--- src/rtl/uart_tx_engine.sv ---
// UART transmit engine: pops bytes from an FWFT FIFO and serialises start/data/[parity]/stop bits.
// Optional parity support is compiled in with `define UART_TX_PARITY_EN.
//
// state     | meaning
// ST_IDLE   | line high, waiting for enable and a FIFO word
// ST_START  | driving the start bit (0)
// ST_DATA   | shifting data bits out LSB first
// ST_PARITY | driving the parity bit (UART_TX_PARITY_EN builds only)
// ST_STOP   | driving one or two stop bits (1)
module uart_tx_engine #(
  parameter int DATA_W = 8,
  parameter int DIV_W  = 16
) (
  input  logic              i_clk,
  input  logic              i_nrst,
  input  logic              i_enable,
  input  logic [DIV_W-1:0]  i_baud_div,
  input  logic [1:0]        i_data_bits,
  input  logic              i_stop2,
  input  logic              i_parity_en,
  input  logic              i_parity_odd,
  input  logic              i_fifo_valid,
  input  logic [DATA_W-1:0] i_fifo_data,
  output logic              o_fifo_rd_req,
  output logic              o_tx,
  output logic              o_busy,
  output logic              o_tx_done
);

  typedef enum logic [2:0] {
    ST_IDLE,
    ST_START,
    ST_DATA,
`ifdef UART_TX_PARITY_EN
    ST_PARITY,
`endif
    ST_STOP
  } state_t;

  localparam logic [DIV_W-1:0] CNT_ONE = {{(DIV_W-1){1'b0}}, 1'b1};

  state_t           state_q;
  logic [DIV_W-1:0] cnt_q;
  logic [DIV_W-1:0] div_q;
  logic [7:0]       shift_q;
  logic [2:0]       bitcnt_q;
  logic [1:0]       data_bits_q;
  logic             stop2_q;
  logic             stop_second_q;
  logic             tx_q;
  logic             busy_q;

  logic bit_end;
  logic last_data;
  logic frame_end;
  logic pop;
  logic unused_ok;

  assign bit_end   = (cnt_q == '0);
  assign last_data = (bitcnt_q == ({1'b0, data_bits_q} + 3'd4));
  assign frame_end = (state_q == ST_STOP) && bit_end && (!stop2_q || stop_second_q);
  // Gated by reset so no pop can escape while the engine is held in reset.
  assign pop       = i_nrst && i_enable && i_fifo_valid && ((state_q == ST_IDLE) || frame_end);

  assign o_fifo_rd_req = pop;
  assign o_tx_done     = frame_end;
  assign o_tx          = tx_q;
  assign o_busy        = busy_q;

  assign unused_ok = ^{i_parity_en, i_parity_odd, i_fifo_data};

`ifdef UART_TX_PARITY_EN
  logic [7:0] par_mask;
  logic       par_bit_d;
  logic       par_bit_q;
  logic       par_en_q;

  // Parity covers only the N transmitted bits, so mask off the unsent upper bits.
  assign par_mask  = 8'hFF >> (2'd3 - i_data_bits);
  assign par_bit_d = (^(i_fifo_data[7:0] & par_mask)) ^ i_parity_odd;

  always_ff @(posedge i_clk or negedge i_nrst) begin
    if (!i_nrst) begin
      par_bit_q <= 1'b0;
      par_en_q  <= 1'b0;
    end else if (pop) begin
      par_bit_q <= par_bit_d;
      par_en_q  <= i_parity_en;
    end
  end
`endif

  always_ff @(posedge i_clk or negedge i_nrst) begin
    if (!i_nrst) begin
      state_q       <= ST_IDLE;
      cnt_q         <= '0;
      div_q         <= '0;
      shift_q       <= '0;
      bitcnt_q      <= '0;
      data_bits_q   <= '0;
      stop2_q       <= 1'b0;
      stop_second_q <= 1'b0;
      tx_q          <= 1'b1;
      busy_q        <= 1'b0;
    end else begin
      if ((state_q != ST_IDLE) && !bit_end) begin
        cnt_q <= cnt_q - CNT_ONE;
      end

      case (state_q)
        ST_IDLE: begin
          tx_q   <= 1'b1;
          busy_q <= 1'b0;
        end
        ST_START: begin
          if (bit_end) begin
            state_q  <= ST_DATA;
            tx_q     <= shift_q[0];
            shift_q  <= shift_q >> 1;
            bitcnt_q <= '0;
            cnt_q    <= div_q;
          end
        end
        ST_DATA: begin
          if (bit_end) begin
            cnt_q <= div_q;
            if (last_data) begin
`ifdef UART_TX_PARITY_EN
              if (par_en_q) begin
                state_q <= ST_PARITY;
                tx_q    <= par_bit_q;
              end else begin
                state_q       <= ST_STOP;
                tx_q          <= 1'b1;
                stop_second_q <= 1'b0;
              end
`else
              state_q       <= ST_STOP;
              tx_q          <= 1'b1;
              stop_second_q <= 1'b0;
`endif
            end else begin
              tx_q     <= shift_q[0];
              shift_q  <= shift_q >> 1;
              bitcnt_q <= bitcnt_q + 3'd1;
            end
          end
        end
`ifdef UART_TX_PARITY_EN
        ST_PARITY: begin
          if (bit_end) begin
            state_q       <= ST_STOP;
            tx_q          <= 1'b1;
            stop_second_q <= 1'b0;
            cnt_q         <= div_q;
          end
        end
`endif
        ST_STOP: begin
          if (bit_end) begin
            if (!frame_end) begin
              stop_second_q <= 1'b1;
              cnt_q         <= div_q;
            end else begin
              state_q <= ST_IDLE;
              tx_q    <= 1'b1;
              busy_q  <= 1'b0;
            end
          end
        end
        default: begin
          state_q <= ST_IDLE;
          tx_q    <= 1'b1;
          busy_q  <= 1'b0;
        end
      endcase

      // A pop overrides the above: config is captured here and nowhere else.
      if (pop) begin
        state_q     <= ST_START;
        tx_q        <= 1'b0;
        busy_q      <= 1'b1;
        cnt_q       <= i_baud_div;
        div_q       <= i_baud_div;
        shift_q     <= i_fifo_data[7:0];
        data_bits_q <= i_data_bits;
        stop2_q     <= i_stop2;
      end
    end
  end

endmodule
--- config.mk ---
export PLATFORM = sky130hd
export DESIGN_NAME = uart_tx_engine
export DESIGN_NICKNAME = d
export VERILOG_FILES = /design/src/rtl/uart_tx_engine.sv
export SDC_FILE = /design/constraint.sdc
export NUM_CORES = 1
export LEC_CHECK = 0
export ABC_AREA = 0
export CORE_MARGIN = 3
export CORE_UTILIZATION = 50
export DETAILED_ROUTE_END_ITERATION = 10
export GPL_TIMING_DRIVEN = 0
export HOLD_SLACK_MARGIN = 0.03
export PLACE_DENSITY = 0.77
export SYNTH_ARGS = -nofsm -noshare
export SYNTH_HDL_FRONTEND = slang
export SYNTH_SLANG_ARGS = --single-unit
--- constraint.sdc ---
create_clock -name i_clk -period 2.13 [get_ports i_clk]
set_input_delay 0.426 -clock i_clk [delete_from_list [all_inputs] [get_ports i_clk]]
set_output_delay 0.426 -clock i_clk [all_outputs]
set_load 0.005 [all_outputs]
==> key figures, run 1 <==
Status
  • Outcome: finished, violations left
  • Failing checks: setup timing

Yosys
  • Ranking of synthesized cells by area: dfrtp_1 (45%), nand2_1 (12%), o211ai_1 (3.8%)
  • Area share of the largest cell type after synthesis: 0.4496
  • Async SR Flop Fraction: 1.000
  • Yosys cell types: 47
  • Synth warnings: 0
  • Sequential share of the synthesized area: 0.4591
  • Leading area contributor after synthesis: dfrtp_1
  • Mapped Area: 2783 um2
  • #FFs+latches synth: 51
  • Number of synthesized flops with an enable pin: 0
  • Synth Flop Type: dfrtp_1
  • Post-Synthesis Cells: 305
  • Post-synthesis net count: 344
  • Synth Area per Inst: 9.124 um2

Placement
  • Final Wtd Congestion: 0.7967
  • Port bufs: 34
  • Hpwl dp: 4.499 mm
  • Placed cell area: 3226 um2
  • Pre-CTS setup slack: -1.146 ns
  • Dpl cells: 410

Min path
  • Hold Crit Class: in2async

Pwr
  • Clock Power Share: 0.221
  • Cell Int Power: 1.763 mW
  • Worst-case vdd ir drop: 0.4037 mV
  • Tot Pwr: 2.588 mW
  • Sw Pwr: 824.6 uW
  • Gate power share: 0.263
  • Static Leak: 1.635 nW
  • Sw frac: 0.3187
  • Reg power frac: 0.516
  • Power per Cell Area: 705.1 nW/um2

Timing
  • Setup ws final: -0.09378 ns
  • Final clock skew: 0.007160 ns
  • Slew Viols, Final: 0
  • Count of final hold-check violations: 0
  • Max Freq: 0.4497 GHz
  • Final setup violation count: 2
  • Post-route minimum period: 2.224 ns
  • Rel. slew slack: 0.7570
  • Worst Max-Slew Pin Slew: 0.3645 ns
  • Unrepaired setup endpoints after global routing: yes
  • Final period util: 1.044

Route
  • Wl on met1: 3.145 mm
  • Metal2 WL: 3.287 mm
  • Met3 WL: 416 um
  • Initial DRC count: 205
  • Top Layer Used: met4
  • Via/cell ratio: 5.638
  • Wire per inst: 15.95 um
  • DRC Markers: 0
  • Drt total wl: 6.953 mm
  • Post-route ant nets: 0
  • Via count: 2,458
  • Pre-antenna DRT Iters: 4

Global routing
  • Gr ovfl total: 0
  • First-pass GRT wire length: 11.29 mm
  • Vias in the first global route: 2,424
  • Initial antenna violation count: 0
  • GRT Resource Usage Total: 0.2235
  • Pin count of the biggest net entering global routing: 29

Floorplan
  • Die X: 80.60 um
  • Die height: 80.60 um
  • Number of top-level pins: 37
  • Die footprint: 6496 um2
  • Initial core utilization: 0.5313
  • Core outline area: 5238 um2
  • Row count: 26

Worst setup path
  • Kind of critical path: in2out
  • Crit. End Element: output port
  • Critical Path Start Type: primary input
  • Worst-path fanout max: 4
  • CP Data Required Time: 1.70 ns
  • WP data arrival: 1.80 ns

CTS
  • CTS Buffer Depth: 2
  • Worst-Skew Late Latency: 0.30 ns
  • CTS H-tree lvls: 2
  • Clock Pin Slew Worst Setup and Hold Paths: 0.09 ns
  • Root Buffer: clkbuf_8
  • CTS tree: built
  • Number of clock sinks: 51
  • Num CTS Buffers: 5

Cells and area
  • Design Area, Final: 3670 um2
  • Final std cells w/o fill: 436
  • Net count reported at finish: 405
  • Fraction of layout instances using a drive strength above 1: 0.1885
  • Area Growth Syn to Fin: 31.88%
  • Ant. Diodes: 0

Run
  • Max cap viols: 0
-- final timing paths --
kind	end	slack, ns	from	depth (start not counted)
hold / removal	data_bits_q[1]	0.03	i_nrst	2
setup reg to reg	cnt_q[7]	0.03	cnt_q[7]	8
max in group asynchronous	o_tx	1.87	i_nrst	2
setup / recovery	o_fifo_rd_req	-0.09	i_fifo_valid	7
hold reg to reg	div_q[14]	0.48	div_q[14]	2
min in group i_clk	div_q[14]	0.48	div_q[14]	2
-- final cells by class --
| type | instances | area [um2] |
|---|---|---|
| Timing Repair Buffer | 58 | 593.1 |
| Clock inverter | 1 | 5.005 |
| Fill cell | 428 | 1568 |
| Multi-Input combinational cell | 234 | 1510 |
| Buffer | 9 | 82.58 |
| Clock buffer | 6 | 82.58 |
| Sequential cell | 51 | 1280 |
| Inverter | 7 | 28.78 |
| Tap cell | 70 | 87.58 |
-- state kept, by name (all words and copies together), names as in the netlist --
name           flops
cnt_q             16
div_q             16
shift_q            8
bitcnt_q           3
data_bits_q        2
state_q            2
o_busy             1
o_tx               1
stop2_q            1
stop_second_q      1
-- synth_stat cells, types with 3 or more instances --
master / n
a21oi_1: 7
a22o_1: 3
and3_1: 6
buf_2: 5
clkbuf_1: 5
dfrtp_1: 50
ha_1: 6
inv_1: 6
mux2i_1: 8
nand2_1: 87
nand3_1: 10
nand4_1: 7
nor2_1: 12
nor3_1: 10
nor3b_1: 3
nor4_4: 3
o211ai_1: 14
o21ai_0: 4
o21ai_1: 9
or4_1: 3
xnor2_1: 5
xor2_1: 9
-- cell families after synthesis --
family,count (synthesis),synth area share
flip-flops,51,0.4591
AO/OA/AOI/OAI,53,0.1344
adder cells (fa/ha/maj),6,0.02698
buffers and inverters,20,0.03327
multiplexers,9,0.03282
XOR/XNOR,14,0.04407
AND/OR/NAND/NOR,152,0.2693
-- placed cells by master (no fill, tap or decap), drive strengths merged, types with 2 or more instances in the layout --
cell type / count
nand2: 87
dfrtp: 50
buf: 32
clkdlybuf4s50: 31
o211ai: 14
o21ai: 13
nor2: 12
nor3: 11
nand3: 10
clkbuf: 10
xor2: 9
mux2i: 8
nand4: 7
a21oi: 7
inv: 7
and3: 6
ha: 6
xnor2: 5
nor4: 5
or4: 3
a22o: 3
a22oi: 3
nor3b: 3
a21boi: 3
nand2b: 2
a21o: 2
o31ai: 2
a31oi: 2
a211o: 2
-- power groups by stage --
stage / logic (mW) / registers (mW) / clock network, mW
2_1_floorplan: 0.333 / 1.29 / 0
3_3_place_gp: 0.459 / 1.33 / 0
3_5_place_dp: 0.480 / 1.33 / 0
4_1_cts: 0.595 / 1.33 / 0.569
5_1_grt: 0.744 / 1.36 / 0.624
6_report: 0.681 / 1.34 / 0.571
-- metal layers --
metal  up-vias  track usage
met4         0      0.05068
met2        86       0.3626
met3        10      0.04148
li1       1191            -
met5         -            0
met1      1171       0.3106
-- what timing repair did --
| item | 4_1_cts | 5_1_grt |
|---|---|---|
| buffers inserted | 15 | 8 |
| endpoints found under the hold margin | 25 | 0 |
| gates resized for setup | 32 | 24 |
| pin swaps | 6 | 20 |
| setup endpoints to repair | 48 | 23 |
| gates cloned | 0 | 1 |
| hold buffers | 1 | 0 |
-- stage by stage --
step	util	setup TNS, ns	hold WS [ns]
after CTS	0.6708	-0.2485	0.03774
after floorplan	-	0	0.1304
after global placement	0.6130	-140.88	0.4444
after detailed placement	0.6159	-19.37	0.4580
final	0.7007	-0.1698	0.02982
after global routing	0.7007	-1.099	0.03459
-- critical path, cell delays in order --
cell	delay, ns
clkdlybuf4s50_1	0.41
and3_1	0.25
and3_1	0.23
a22oi_4	0.18
inv_4	0.06
buf_8	0.12
buf_6	0.10
Power figures use the tool's default switching activity.
==> inputs of run 2 (changes only) <==
--- a/config.mk
+++ b/config.mk
@@ -8,6 +8,7 @@
 export ABC_AREA = 0
 export CORE_MARGIN = 3
 export CORE_UTILIZATION = 50
+export CTS_CLUSTER_SIZE = 40
 export DETAILED_ROUTE_END_ITERATION = 10
 export GPL_TIMING_DRIVEN = 0
 export HOLD_SLACK_MARGIN = 0.03
==> results of run 2 <==
No change in the layout: final DEF, timing and power equal those of run 1.
==> inputs of run 3 (changes only) <==
--- a/config.mk
+++ b/config.mk
@@ -8,6 +8,7 @@
 export ABC_AREA = 0
 export CORE_MARGIN = 3
 export CORE_UTILIZATION = 50
+export CTS_BUF_LIST = sky130_fd_sc_hd__clkbuf_4 sky130_fd_sc_hd__clkbuf_8 sky130_fd_sc_hd__clkbuf_16
 export CTS_CLUSTER_SIZE = 40
 export DETAILED_ROUTE_END_ITERATION = 10
 export GPL_TIMING_DRIVEN = 0
==> results of run 3 <==
No change in the layout: final DEF, timing and power equal those of run 1.
